$ cat src/rtl/ddr2_seq_bridge_pkg.sv
// Shared types and constants for the DDR2 sequencer command master.
// The optional statistics block (macro DDR2_SEQ_CMD_MASTER_STATS_EN) uses STAT_WIDTH.
package ddr2_seq_bridge_pkg;

  typedef enum logic [1:0] {
    IDLE  = 2'd0,
    ISSUE = 2'd1,
    RESP  = 2'd2
  } seq_state_e;

  localparam int DEFAULT_AVL_DATA_WIDTH = 32;
  localparam int DEFAULT_AVL_ADDR_WIDTH = 16;

  // Read data reported when a transfer is abandoned under waitrequest
  localparam logic [DEFAULT_AVL_DATA_WIDTH-1:0] TIMEOUT_READDATA = '1;

  localparam int STAT_WIDTH = 16;

  // Bits needed to hold 0..max_val, never less than one
  function automatic int cnt_width(input int max_val);
    int w;
    w = $clog2(max_val + 1);
    return (w < 1) ? 1 : w;
  endfunction

endpackage

$ cat src/rtl/ddr2_seq_timeout_counter.sv
// Saturating up-counter with synchronous clear (clear beats increment)
// and a compare output that flags when the count equals HIT_VALUE.
module ddr2_seq_timeout_counter #(
  parameter int WIDTH     = 4,
  parameter int HIT_VALUE = 0
) (
  input  logic             clk,
  input  logic             clr,
  input  logic             inc,
  output logic [WIDTH-1:0] count,
  output logic             hit
);

  localparam logic [WIDTH-1:0] HIT_V = WIDTH'(HIT_VALUE);

  // Count up on inc, hold at all-ones, clear has priority
  always_ff @(posedge clk) begin
    if (clr) begin
      count <= '0;
    end else if (inc && (count != '1)) begin
      count <= count + WIDTH'(1);
    end
  end

  assign hit = (count == HIT_V);

endmodule

$ cat src/rtl/ddr2_sequencer_cmd_master.sv
// Avalon-MM master feeding the sequencer bridge from a valid/ready command
// stream. One transfer in flight at a time; a stuck waitrequest is aborted
// after TIMEOUT_CYCLES and reported as an error response.
// Optional transfer statistics: define DDR2_SEQ_CMD_MASTER_STATS_EN.
//
// state | meaning
// IDLE  | cmd_ready high, waiting for a command
// ISSUE | strobe on the bus, waiting for waitrequest to drop or timeout
// RESP  | response held on rsp_* until rsp_ready
module ddr2_sequencer_cmd_master
  import ddr2_seq_bridge_pkg::*;
#(
  parameter int AVL_DATA_WIDTH = DEFAULT_AVL_DATA_WIDTH,
  parameter int AVL_ADDR_WIDTH = DEFAULT_AVL_ADDR_WIDTH,
  parameter int TIMEOUT_CYCLES = 1024
) (
  input  logic                      avl_clk,
  input  logic                      avl_reset,
  input  logic                      cmd_valid,
  output logic                      cmd_ready,
  input  logic                      cmd_write,
  input  logic [AVL_ADDR_WIDTH-1:0] cmd_address,
  input  logic [AVL_DATA_WIDTH-1:0] cmd_writedata,
  output logic                      rsp_valid,
  input  logic                      rsp_ready,
  output logic [AVL_DATA_WIDTH-1:0] rsp_readdata,
  output logic                      rsp_error,
  output logic [AVL_ADDR_WIDTH-1:0] avl_address,
  output logic                      avl_write,
  output logic [AVL_DATA_WIDTH-1:0] avl_writedata,
  output logic                      avl_read,
  input  logic [AVL_DATA_WIDTH-1:0] avl_readdata,
  input  logic                      avl_waitrequest
`ifdef DDR2_SEQ_CMD_MASTER_STATS_EN
  ,
  input  logic                      stat_clear,
  output logic [STAT_WIDTH-1:0]     stat_rd_count,
  output logic [STAT_WIDTH-1:0]     stat_wr_count,
  output logic [STAT_WIDTH-1:0]     stat_timeout_count
`endif
);

  localparam int TMO_W   = cnt_width(TIMEOUT_CYCLES);
  localparam int TMO_HIT = (TIMEOUT_CYCLES > 0) ? TIMEOUT_CYCLES - 1 : 0;

  seq_state_e       state;
  logic             xfer_done;
  logic             tmo_fire;
  logic             tmo_clr;
  logic             tmo_hit;
  logic [TMO_W-1:0] tmo_count_unused;

  assign cmd_ready = (state == IDLE) && !avl_reset;

  // In ISSUE the strobe is always high, so waitrequest low means completion
  assign xfer_done = (state == ISSUE) && !avl_waitrequest;
  assign tmo_fire  = (TIMEOUT_CYCLES > 0) && (state == ISSUE) && avl_waitrequest && tmo_hit;
  assign tmo_clr   = avl_reset || (state != ISSUE) || !avl_waitrequest || tmo_fire;

  ddr2_seq_timeout_counter #(
    .WIDTH     (TMO_W),
    .HIT_VALUE (TMO_HIT)
  ) u_tmo_cnt (
    .clk   (avl_clk),
    .clr   (tmo_clr),
    .inc   (avl_waitrequest),
    .count (tmo_count_unused),
    .hit   (tmo_hit)
  );

  // Command/response sequencing with registered Avalon and response outputs
  always_ff @(posedge avl_clk) begin
    if (avl_reset) begin
      state         <= IDLE;
      avl_read      <= 1'b0;
      avl_write     <= 1'b0;
      avl_address   <= '0;
      avl_writedata <= '0;
      rsp_valid     <= 1'b0;
      rsp_readdata  <= '0;
      rsp_error     <= 1'b0;
    end else begin
      case (state)
        IDLE: begin
          if (cmd_valid) begin
            avl_address   <= cmd_address;
            avl_writedata <= cmd_writedata;
            avl_write     <= cmd_write;
            avl_read      <= !cmd_write;
            state         <= ISSUE;
          end
        end
        ISSUE: begin
          if (xfer_done) begin
            rsp_readdata <= avl_read ? avl_readdata : '0;
            rsp_error    <= 1'b0;
            avl_read     <= 1'b0;
            avl_write    <= 1'b0;
            rsp_valid    <= 1'b1;
            state        <= RESP;
          end else if (tmo_fire) begin
            rsp_readdata <= {AVL_DATA_WIDTH{1'b1}};
            rsp_error    <= 1'b1;
            avl_read     <= 1'b0;
            avl_write    <= 1'b0;
            rsp_valid    <= 1'b1;
            state        <= RESP;
          end
        end
        RESP: begin
          if (rsp_ready) begin
            rsp_valid <= 1'b0;
            state     <= IDLE;
          end
        end
        default: state <= IDLE;
      endcase
    end
  end

`ifdef DDR2_SEQ_CMD_MASTER_STATS_EN
  logic stat_clr;
  logic rd_sat_unused;
  logic wr_sat_unused;
  logic to_sat_unused;

  assign stat_clr = avl_reset || stat_clear;

  ddr2_seq_timeout_counter #(.WIDTH(STAT_WIDTH), .HIT_VALUE(0)) u_stat_rd (
    .clk   (avl_clk),
    .clr   (stat_clr),
    .inc   (xfer_done && avl_read),
    .count (stat_rd_count),
    .hit   (rd_sat_unused)
  );

  ddr2_seq_timeout_counter #(.WIDTH(STAT_WIDTH), .HIT_VALUE(0)) u_stat_wr (
    .clk   (avl_clk),
    .clr   (stat_clr),
    .inc   (xfer_done && avl_write),
    .count (stat_wr_count),
    .hit   (wr_sat_unused)
  );

  ddr2_seq_timeout_counter #(.WIDTH(STAT_WIDTH), .HIT_VALUE(0)) u_stat_to (
    .clk   (avl_clk),
    .clr   (stat_clr),
    .inc   (tmo_fire),
    .count (stat_timeout_count),
    .hit   (to_sat_unused)
  );
`endif

endmodule

$ cat config.mk
export PLATFORM = sky130hd
export DESIGN_NAME = ddr2_sequencer_cmd_master
export DESIGN_NICKNAME = d
export VERILOG_FILES = /design/src/rtl/ddr2_seq_bridge_pkg.sv /design/src/rtl/ddr2_seq_timeout_counter.sv /design/src/rtl/ddr2_sequencer_cmd_master.sv
export SDC_FILE = /design/constraint.sdc
export NUM_CORES = 1
export LEC_CHECK = 0
export CELL_PAD_IN_SITES_DETAIL_PLACEMENT = 0
export CELL_PAD_IN_SITES_GLOBAL_PLACEMENT = 1
export CORE_MARGIN = 3
export CORE_UTILIZATION = 32
export CTS_BUF_LIST = sky130_fd_sc_hd__clkbuf_8
export DETAILED_ROUTE_END_ITERATION = 12
export PLACE_DENSITY_LB_ADDON = 0.2
export SYNTH_ARGS = -nofsm -noshare
export SYNTH_HDL_FRONTEND = slang
export SYNTH_SLANG_ARGS = --single-unit
$ cat constraint.sdc
create_clock -name avl_clk -period 4.7 [get_ports avl_clk]
set_input_delay 1.41 -clock avl_clk [delete_from_list [all_inputs] [get_ports avl_clk]]
set_output_delay 1.41 -clock avl_clk [all_outputs]
set_load 0.01 [all_outputs]
==> summary.md, run 1 <==
| Metric | Value |
|---|---|
| Starting DRT DRC Count | `173` |
| Die Y | `114 um` |
| IO Pins | `approximately 170` |
| Power Internal | `around 1.3 mW` |
| RSZ-0062 raised after global routing | `false` |
| Synth area leaders | `dfxtp_1, a21oi_1, nand2_1, nor3_2, nor2_1` |
| Max clock buf depth | `2` |
| Gate power share | `0.233` |
| # clock sinks | `just under 100` |
| Crit. End Element | `primary output` |
| Effective utilization at floorplan | `0.336` |
| FF+latch count, synth | `97` |
| Final Cell Area | `approximately 5700 um^2` |
| Leak pwr | `a little over 2 nW` |
| Syn_area_per_cell | `about 8.4 um^2` |
| Critical Path Sink | `cmd_ready` |
| Placed inst area | `5510 um^2` |
| Post-DRT Antenna Nets | `0` |
| Core Region | `about 11000 um^2` |
| Worst Skew | `between 0.006 and 0.007 ns` |
| Crit-path cells | `buf_4, inv_1, nand2_1, inv_1, clkdlybuf4s50_1` |
| Pin count of the biggest net entering global routing | `85` |
| R2R Path End | `avl_read` |
| Seq pwr share | `0.501` |
| Hold buffer count at CTS | `0` |
| Cells after Synth | `between 400 and 500` |
| Post-CTS Resized | `0` |
| H-tree levels | `3` |
| Detailed-route via count | `approximately 3600` |
| Port buffer count | `170` |
| Register-to-Register Path Depth | `5` |
| Post-synthesis net count | `531` |
| Fraction of power spent switching nets | `0.277` |
| Clk_lat worst skew | `0.35 ns` |
| Status | `complete, no violations` |
| DRC | `0` |
| Hold Startpoint | `avl_writedata[22]` |
| CP max-delay cell | `clkdlybuf4s50_1` |
| Drt wl/cell | `~14 um` |
| Worst hold path class | `flip-flop to flip-flop` |
| Total wire length | `10.7 mm` |
| Seq/Total Area, Yosys | `0.520` |
| GRT Total Usage | `0.164` |
| Flop2flop setup slack | `2.50 ns` |
| Rows | `38` |
| Worst setup path class | `input port to primary output` |
| Clk slew on worst S/H paths | `about 0.080 ns` |
| Worst r2r src | `state[0]` |
| Synth top area share | `0.520` |
| Peak Freq | `between 200 and 300 MHz` |
| First-pass GRT wire length | `roughly 17 mm` |
| GR Overflow Total | `0` |
| Cell variety after synth | `34` |
| # diodes | `0` |
| Vias in the first global route | `3471` |
| Commonest non-fill, non-tap cells in the layout | `clkdlybuf4s50_1, nand2_1, dfxtp_1, a21oi_1, nor2_1` |
| FFs w/ async S/R, synth | `0` |
| Routability-driven placement congestion ratio | `a little under 0.8` |
| Top_reg_cell synth | `dfxtp_1` |
| Slew @ Worst Pin | `between 1 and 1.5 ns` |
| Final Setup Violations | `0` |
| Crit start category | `input port` |
| Share of cells above drive strength 1 | `0.0912` |
| Synth area leader | `dfxtp_1` |
| Commonest non-fill, non-tap cell in the layout | `clkdlybuf4s50_1` |
| Fin cells | `~740` |
| Final worst slack | `between 1 and 1.5 ns` |
| WP data required | `around 3.3 ns` |
| Final Hold Fails | `0` |
| Clock network power share | `0.267` |
| Root Driver | `clkbuf_8` |
| Post-DP HPWL | `around 7.4 mm` |
| Fin. max-slew vios | `0` |
| Post-Syn Area | `approximately 3700 um^2` |
| Via/cell ratio | `between 4 and 5` |
| Max rail drop VDD | `roughly 140 uV` |
| Setup bufs post-CTS | `0` |
| Die width | `roughly 110 um` |
| Max-Cap Viols | `0` |
| CP arrival | `about 2.3 ns` |
| Crit-path max cell delay | `0.53 ns` |
| NumNets Final | `about 690` |
| CP max FO | `3` |
| Initial antenna violation count | `0` |
| Pre-antenna DRT Iters | `4` |
| Setup TNS | `0 ns` |
| PwrDens | `322 nW/um^2` |
| Yosys warnings | `0` |
| CTS tree | `yes` |
| Tcrit/Tclk final | `0.786` |
| Final min period | `~3.7 ns` |
| Placed Cells | `~730` |
| Final Util | `0.511` |
| CP startpoint | `avl_reset` |
| Most used cell, CP | `inv_1` |
| Place WS | `0.963 ns` |
| Psw | `0.507 mW` |
| Rel. slew slack | `0.311` |
| Number of flops mapped to enable cells by yosys | `0` |
| TritonCTS buffer count | `9` |
| Area Growth Syn to Fin | `52.1%` |
| Total die area | `13000 um^2` |
[routing by layer]
layer | global-route usage | vias up | share of wire
met5 | 0 | - | 0
met2 | 0.256 | 129 | 0.46
met1 | 0.202 | 1619 | 0.42
met4 | 0.0721 | 0 | 0.024
li1 | - | 1792 | -
met3 | 0.0603 | 20 | 0.097
[through the flow]
stage	hold WS, ns	total power [mW]
after global routing	0.471	1.94
after floorplan	0.474	1.14
after detailed placement	0.446	1.37
after global placement	0.441	1.36
final	0.455	1.83
after CTS	0.458	1.87
[critical path, delay by kind of cell]
kind                   cells  cell delay (ns)
AND/OR/NAND/NOR            1             0.08
buffers and inverters      4             0.80
[final cells by class]
type	count	area, um^2
clock buffer	11	151
clock inverter	5	23.8
fill	1094	5440
inverter	3	11.3
multi-input combinational	311	1640
sequential	97	1940
tap	140	175
timing repair buffer	176	1740
[logic make-up after synthesis]
logic type / count (synthesis) / share of synthesized area
simple gates: 207 / 0.279
compound gates: 99 / 0.145
flops: 97 / 0.520
buf+inv: 36 / 0.0429
mux: 3 / 0.00804
xor+xnor: 1 / 0.00234
fa+ha+maj: 1 / 0.00335
[registers in the layout, indices dropped and copies added, names as in the netlist]
name	flops
rsp_readdata	32
state	2
rsp_error	1
avl_write	1
avl_read	1
avl_writedata	32
avl_address	16
rsp_valid	1
u_tmo_cnt.count	11
[synth_stat cells, types with 2 or more instances]
cell type / n
nand2_1: 105
dfxtp_1: 97
a21oi_1: 89
nor2_1: 42
nor3_2: 28
clkbuf_1: 25
nor3_1: 9
nand3_1: 5
buf_1: 3
buf_6: 3
inv_1: 3
mux2i_1: 3
o31ai_1: 3
and2_1: 2
buf_2: 2
nand4_1: 2
nor3b_1: 2
o21ai_0: 2
or3_1: 2
or3b_2: 2
or4_1: 2
[worst min-delay path by stage]
| stage | end | slack (ns) | cells after the start |
|---|---|---|---|
| after floorplan | u_tmo_cnt.count[5] | 0.47 | 2 |
| after global placement | avl_writedata[29] | 0.44 | 2 |
| after detailed placement | avl_address[2] | 0.45 | 2 |
| after CTS | avl_writedata[13] | 0.46 | 2 |
| after global routing | avl_writedata[20] | 0.47 | 2 |
| final | avl_writedata[22] | 0.46 | 2 |
[power by group through the flow]
stage               Combinational (mW)  Sequential [mW]  Clock (mW)
finish                           0.427            0.917       0.489
global placement                 0.429            0.934           0
CTS                              0.435            0.918       0.516
floorplan                        0.175            0.963           0
global route                     0.471            0.926       0.543
detailed placement               0.433            0.937           0
No activity file was read; power rests on OpenSTA's default activity.
==> inputs of run 2 (changes only) <==
--- a/config.mk
+++ b/config.mk
@@ -8,7 +8,7 @@
 export CELL_PAD_IN_SITES_DETAIL_PLACEMENT = 0
 export CELL_PAD_IN_SITES_GLOBAL_PLACEMENT = 1
 export CORE_MARGIN = 3
-export CORE_UTILIZATION = 32
+export CORE_UTILIZATION = 30
 export CTS_BUF_LIST = sky130_fd_sc_hd__clkbuf_8
 export DETAILED_ROUTE_END_ITERATION = 12
 export PLACE_DENSITY_LB_ADDON = 0.2
==> constraint.sdc (replaced) <==
create_clock -name avl_clk -period 3.7 [get_ports avl_clk]
set_input_delay 1.11 -clock avl_clk [delete_from_list [all_inputs] [get_ports avl_clk]]
set_output_delay 1.11 -clock avl_clk [all_outputs]
set_load 0.01 [all_outputs]
==> run 2 against run 1 <==
Effect of this change:
- global-route usage is 0.39 points lower
- clock skew is 0.0034 ns higher
- worst setup slack worse by 0.41 ns
- sequential share of layout area is 0.42 points lower
- routed wire length is 4.7% higher
- count of clock-buffer cells in the layout is 1 lower
- die area is 6.3% higher
- non-clock buffer count is 3 higher
- cell count is 4.2% higher
- cell area is 1.3% higher
- first-iteration DRC count is 20% higher
- sequential power is 28% higher
- critical path type unchanged
- largest cell class unchanged
==> summary.md, run 2 (synthesis results as in run 1) <==
| Metric | Value |
|---|---|
| # diodes | `0 (unchanged)` |
| Tcrit/Tclk final | `0.841` |
| Post-DRT Antenna Nets | `0 (unchanged)` |
| IO Pins | `171 (unchanged)` |
| Post-CTS Resized | `0 (unchanged)` |
| Setup bufs post-CTS | `0 (unchanged)` |
| Max clock buf depth | `2 (unchanged)` |
| Die width | `118 um (+3.1%)` |
| Placed inst area | `5570 um^2 (+1.0%)` |
| Starting DRT DRC Count | `208 (+20%)` |
| GR Layer Usage met3 | `0.0884 (+0.0282)` |
| Clock network power share | `0.282 (+0.015)` |
| Max-Cap Viols | `0 (unchanged)` |
| Pin count of the biggest net entering global routing | `85 (unchanged)` |
| Final Util | `0.475 (-0.0357)` |
| GRT Total Usage | `0.160 (-0.00387)` |
| Psw | `0.656 mW (+29%)` |
| Fin. max-slew vios | `0 (unchanged)` |
| Port buffer count | `170 (unchanged)` |
| Worst setup path class | `input port to primary output` |
| Total wire length | `11.2 mm (+4.7%)` |
| Rel. slew slack | `0.275 (-0.0359)` |
| Seq pwr share | `0.487 (-0.014)` |
| Fraction of power spent switching nets | `0.274 (-0.00247)` |
| # clock sinks | `97 (unchanged)` |
| Crit-path max cell delay | `0.53 ns (about the same)` |
| Clk slew on worst S/H paths | `0.09 ns (about the same)` |
| Crit start category | `input port` |
| NumNets Final | `688 (+0.44%)` |
| Power Internal | `1.74 mW (+31%)` |
| Routability-driven placement congestion ratio | `0.752 (-2.4%)` |
| Drt wl/cell | `14.5 um (+0.53%)` |
| GR Overflow Total | `0 (unchanged)` |
| Final min period | `between 3 and 4 ns` |
| Die Y | `118 um (+3.1%)` |
| Filler instances | `1222 (+12%)` |
| Total die area | `13800 um^2 (+6.3%)` |
| Place WS | `0.585 ns (-0.378 ns)` |
| Commonest non-fill, non-tap cell in the layout | `clkdlybuf4s50_1` |
| Peak Freq | `between 300 and 400 MHz` |
| CP max-delay cell | `clkdlybuf4s50_1` |
| Share of cells above drive strength 1 | `0.0957 (+0.00450)` |
| Pre-antenna DRT Iters | `4 (unchanged)` |
| Area Growth Syn to Fin | `54.0%` |
| Post-DP HPWL | `7.59 mm (+2.6%)` |
| WP data required | `2.59 ns (-0.70 ns)` |
| Crit-path cells | `buf_4, inv_1, nand2_1, inv_1, clkdlybuf4s50_1` |
| Final worst slack | `0.590 ns (-0.414 ns)` |
| Effective utilization at floorplan | `0.309 (-0.0273)` |
| H-tree levels | `3 (unchanged)` |
| First-pass GRT wire length | `18.1 mm (+5.4%)` |
| CP max FO | `3 (unchanged)` |
| Tot Pwr | `2.39 mW (+31%)` |
| Final Hold Fails | `0 (unchanged)` |
| Status | `complete, no violations` |
| TritonCTS buffer count | `9 (unchanged)` |
| Global route hottest layer | `met2` |
| Detailed-route via count | `3582 (+0.62%)` |
| Leak pwr | `2.10 nW (+1.2%)` |
| Max rail drop VDD | `313 uV (+120%)` |
| CTS tree | `yes` |
| RSZ-0062 raised after global routing | `false` |
| Clk_lat worst skew | `0.37 ns (+0.02 ns)` |
| PwrDens | `416 nW/um^2 (+29%)` |
| GR Layer Usage met2 | `0.261 (+0.00518)` |
| Vias in the first global route | `3570 (+2.9%)` |
| Core Region | `12100 um^2 (+8.9%)` |
| Final Setup Violations | `0 (unchanged)` |
| Routing usage on met1 | `0.181 (-0.0209)` |
| Worst Skew | `0.00992 ns (+0.00339 ns)` |
| Commonest non-fill, non-tap cells in the layout | `clkdlybuf4s50_1, nand2_1, dfxtp_1, a21oi_1, nor2_1` |
| Most used cell, CP | `inv_1` |
| Slew @ Worst Pin | `1.09 ns (+0.0538 ns)` |
| Largest regs | `avl_writedata (32), rsp_readdata (32), avl_address (16)` |
| Initial antenna violation count | `0 (unchanged)` |
| DRC | `0 (unchanged)` |
| Rows | `40 (+5.3%)` |
| Worst hold path class | `flip-flop to flip-flop` |
| Root Driver | `clkbuf_8` |
| CP arrival | `2.00 ns (-0.29 ns)` |
| Via/cell ratio | `4.63 (-3.4%)` |
| Hold buffer count at CTS | `0 (unchanged)` |
| Gate power share | `0.231 (-0.002)` |
| Setup TNS | `0 ns (unchanged)` |
| Crit. End Element | `primary output` |
| Final Cell Area | `5760 um^2 (+1.3%)` |
run 2: path summary, 6_finish.rpt:
kind                            from           endpoint  slack [ns]  depth (start not counted)
hold / removal     avl_writedata[14]  avl_writedata[14]        0.46                          2
setup / recovery           avl_reset          cmd_ready        0.59                          5
setup reg to reg  u_tmo_cnt.count[0]          avl_write        1.42                          6
hold reg to reg    avl_writedata[14]  avl_writedata[14]        0.46                          2
run 2: layout make-up:
| type | count | area [um^2] | share of cell area |
|---|---|---|---|
| flip-flops and latches | 97 | 1940 | 0.337 |
| repair buffers | 179 | 1770 | 0.307 |
| multi-input cells | 311 | 1640 | 0.284 |
| well taps | 168 | 210 | 0.0365 |
| clock buffers | 10 | 138 | 0.0239 |
| clock inverters | 6 | 51.3 | 0.00891 |
| inverters | 3 | 11.3 | 0.00196 |
run 2: worst max-delay path, delay by kind of cell:
kind	cells	cell delay, ns
buf+inv	4	0.81
simple gates	1	0.08
run 2: metal layers:
layer,up-vias,part of all wire
met5,-,0
met4,0,0.0088
met3,5,0.11
met2,127,0.47
met1,1645,0.42
li1,1805,-
run 2: through the flow:
stage / std cells / hold WS, ns
2_1_floorplan: 444 / 0.474
3_3_place_gp: 758 / 0.441
3_5_place_dp: 758 / 0.448
4_1_cts: 774 / 0.459
5_1_grt: 774 / 0.479
6_report: 774 / 0.456
run 2: power groups by stage:
stage	clock network (mW)	registers, mW	logic [mW]
global route	0.750	1.18	0.603
global placement	0	1.19	0.554
CTS	0.710	1.17	0.561
finish	0.674	1.17	0.552
detailed placement	0	1.19	0.558
floorplan	0	1.22	0.223
==> inputs of run 3 (changes only) <==
--- a/config.mk
+++ b/config.mk
@@ -8,7 +8,7 @@
 export CELL_PAD_IN_SITES_DETAIL_PLACEMENT = 0
 export CELL_PAD_IN_SITES_GLOBAL_PLACEMENT = 1
 export CORE_MARGIN = 3
-export CORE_UTILIZATION = 30
+export CORE_UTILIZATION = 27
 export CTS_BUF_LIST = sky130_fd_sc_hd__clkbuf_8
 export DETAILED_ROUTE_END_ITERATION = 12
 export PLACE_DENSITY_LB_ADDON = 0.2
==> constraint.sdc (replaced) <==
create_clock -name avl_clk -period 2.6 [get_ports avl_clk]
set_input_delay 0.78 -clock avl_clk [delete_from_list [all_inputs] [get_ports avl_clk]]
set_output_delay 0.78 -clock avl_clk [all_outputs]
set_load 0.01 [all_outputs]
==> run 3 against run 2 <==
Effect of this change:
- clock skew is 0.0024 ns lower
- die area is 11% higher
- first-iteration DRC count is 42% lower
- flip-flop and latch count stayed put
- worst hold slack better by 0.0020 ns
- register-to-register slack worse by 1.1 ns
- sequential power is 42% higher
- utilization is 3.9 points lower
- cell count is 1.3% higher
- cell area is 1.5% higher
- critical path type unchanged
- critical endpoint unchanged
- largest cell class unchanged
- highest routed layer unchanged
==> summary.md, run 3 (synthesis results as in run 1) <==
| Metric | Value |
|---|---|
| Gate power share | `0.234 (+0.003)` |
| Largest regs | `avl_writedata (32), rsp_readdata (32), avl_address (16)` |
| WP data required | `1.82 ns (-0.77 ns)` |
| Slew @ Worst Pin | `1.07 ns (-0.0148 ns)` |
| Worst Skew | `0.00755 ns (-0.00237 ns)` |
| Pin count of the biggest net entering global routing | `84 (-1.2%)` |
| First-pass GRT wire length | `17.4 mm (-3.7%)` |
| Effective utilization at floorplan | `0.279 (-0.0297)` |
| Peak Freq | `a little over 400 MHz` |
| RSZ-0062 raised after global routing | `false` |
| Clk slew on worst S/H paths | `0.09 ns (about the same)` |
| Initial antenna violation count | `0 (unchanged)` |
| DRC | `0 (unchanged)` |
| Via/cell ratio | `4.52 (-2.2%)` |
| Rows | `42 (+5.0%)` |
| CTS tree | `yes` |
| Multi-input gate area | `1640 um^2 (+0.31%)` |
| NumNets Final | `690 (+0.29%)` |
| Share of cells above drive strength 1 | `0.105 (+0.00955)` |
| Post-DP HPWL | `7.71 mm (+1.5%)` |
| Commonest non-fill, non-tap cell in the layout | `clkdlybuf4s50_1` |
| Root Driver | `clkbuf_8` |
| Post-CTS Resized | `0 (unchanged)` |
| CP arrival | `1.64 ns (-0.36 ns)` |
| Max rail drop VDD | `291 uV (-7.0%)` |
| Worst setup path class | `input port to primary output` |
| Seq pwr share | `0.480 (-0.007)` |
| Detailed-route via count | `3547 (-0.98%)` |
| Final min period | `roughly 2.4 ns` |
| Clock network power share | `0.286 (+0.004)` |
| PwrDens | `592 nW/um^2 (+42%)` |
| Max clock buf depth | `2 (unchanged)` |
| Reg area | `1940 um^2 (unchanged)` |
| Post-DRT Antenna Nets | `0 (unchanged)` |
| Psw | `0.961 mW (+46%)` |
| Most used cell, CP | `inv_1` |
| Worst hold path class | `flip-flop to flip-flop` |
| Crit. End Element | `primary output` |
| Clk_lat worst skew | `0.36 ns (about the same)` |
| GR Overflow Total | `0 (unchanged)` |
| Core Region | `13400 um^2 (+11%)` |
| GRT Total Usage | `0.145 (-0.0151)` |
| Final Setup Violations | `0 (unchanged)` |
| Tcrit/Tclk final | `0.929` |
| Crit-path cells | `buf_4, inv_1, nand2_1, inv_1, clkdlybuf4s50_1` |
| Routability-driven placement congestion ratio | `0.758 (+0.78%)` |
| Area Growth Syn to Fin | `56.3%` |
| Status | `complete, no violations` |
| CP max-delay cell | `clkdlybuf4s50_1` |
| Cell family with most CP delay | `buffers and inverters` |
| Rel. slew slack | `0.285 (+0.00984)` |
| WP buf/inv | `4 (unchanged)` |
| CP max FO | `3 (unchanged)` |
| Hold buffer count at CTS | `0 (unchanged)` |
| TritonCTS buffer count | `9 (unchanged)` |
| Drt wl/cell | `14.2 um (-2.1%)` |
| Pre-antenna DRT Iters | `4 (unchanged)` |
| Die Y | `124 um (+5.1%)` |
| Total wire length | `11.1 mm (-0.88%)` |
| Vias in the first global route | `3545 (-0.70%)` |
| Port buffer count | `170 (unchanged)` |
| Total die area | `15300 um^2 (+11%)` |
| # clock sinks | `97 (unchanged)` |
| Final Hold Fails | `0 (unchanged)` |
| Die width | `124 um (+5.1%)` |
| H-tree levels | `3 (unchanged)` |
| Setup bufs post-CTS | `0 (unchanged)` |
| IO Pins | `171 (unchanged)` |
| Crit start category | `input port` |
| Max-Cap Viols | `0 (unchanged)` |
| Starting DRT DRC Count | `121 (-42%)` |
| Fraction of power spent switching nets | `0.278 (+0.00364)` |
| Fin. max-slew vios | `0 (unchanged)` |
| Power Internal | `2.50 mW (+44%)` |
| # diodes | `0 (unchanged)` |
| Final Util | `0.436 (-0.0392)` |
| Leak pwr | `2.12 nW (+0.89%)` |
| Commonest non-fill, non-tap cells in the layout | `clkdlybuf4s50_1, nand2_1, dfxtp_1, a21oi_1, nor2_1` |
| Crit-path max cell delay | `0.54 ns (about the same)` |
| Filler instances | `1369 (+12%)` |
| Setup TNS | `0 ns (unchanged)` |
run 3: final timing paths:
kind	start	to	slack, ns	depth (start not counted)
setup / recovery	avl_reset	cmd_ready	0.18	5
hold / removal	avl_address[7]	avl_address[7]	0.46	2
setup reg to reg	u_tmo_cnt.count[0]	rsp_readdata[17]	0.36	6
hold reg to reg	avl_address[7]	avl_address[7]	0.46	2
run 3: routing by layer:
layer  track usage  up-vias  share of wire
li1              -     1804              -
met1         0.176     1592           0.44
met2         0.218      127           0.44
met3        0.0640       24           0.10
met4        0.0706        0          0.027
met5             0        -              0
run 3: power groups by stage:
| stage | Clock [mW] | Combinational [mW] | Sequential, mW |
|---|---|---|---|
| 2_1_floorplan | 0 | 0.317 | 1.74 |
| 3_3_place_gp | 0 | 0.815 | 1.69 |
| 3_5_place_dp | 0 | 0.820 | 1.69 |
| 4_1_cts | 1.04 | 0.823 | 1.66 |
| 5_1_grt | 1.09 | 0.892 | 1.67 |
| 6_report | 0.989 | 0.809 | 1.66 |
run 3: worst reg2reg max path, delay by kind of cell (launching register included):
kind | cells | cell delay [ns]
DFF | 1 | 0.38
adders and majority gates | 1 | 0.29
AOI/OAI and AO/OA | 1 | 0.85
and+or+nand+nor | 3 | 0.37
buffers and inverters | 1 | 0.29
run 3: metrics by stage:
| step | area [um^2] | instances | hold slack, ns | setup WS, ns | total power, mW |
|---|---|---|---|---|---|
| after floorplan | 3740 | 444 | 0.474 | 0.561 | 2.06 |
| after global placement | 5640 | 768 | 0.441 | 0.154 | 2.50 |
| after detailed placement | 5640 | 768 | 0.448 | 0.152 | 2.51 |
| after CTS | 5840 | 784 | 0.462 | 0.108 | 3.52 |
| after global routing | 5840 | 784 | 0.482 | 0.0609 | 3.66 |
| final | 5840 | 784 | 0.458 | 0.184 | 3.46 |
run 3: cell type report:
| cell class | count | area share |
|---|---|---|
| Sequential cell | 97 | 0.332 |
| Tap cell | 176 | 0.0377 |
| Clock buffer | 10 | 0.0236 |
| Inverter | 3 | 0.00193 |
| Clock inverter | 6 | 0.0101 |
| Multi-Input combinational cell | 311 | 0.281 |
| Timing Repair Buffer | 181 | 0.313 |
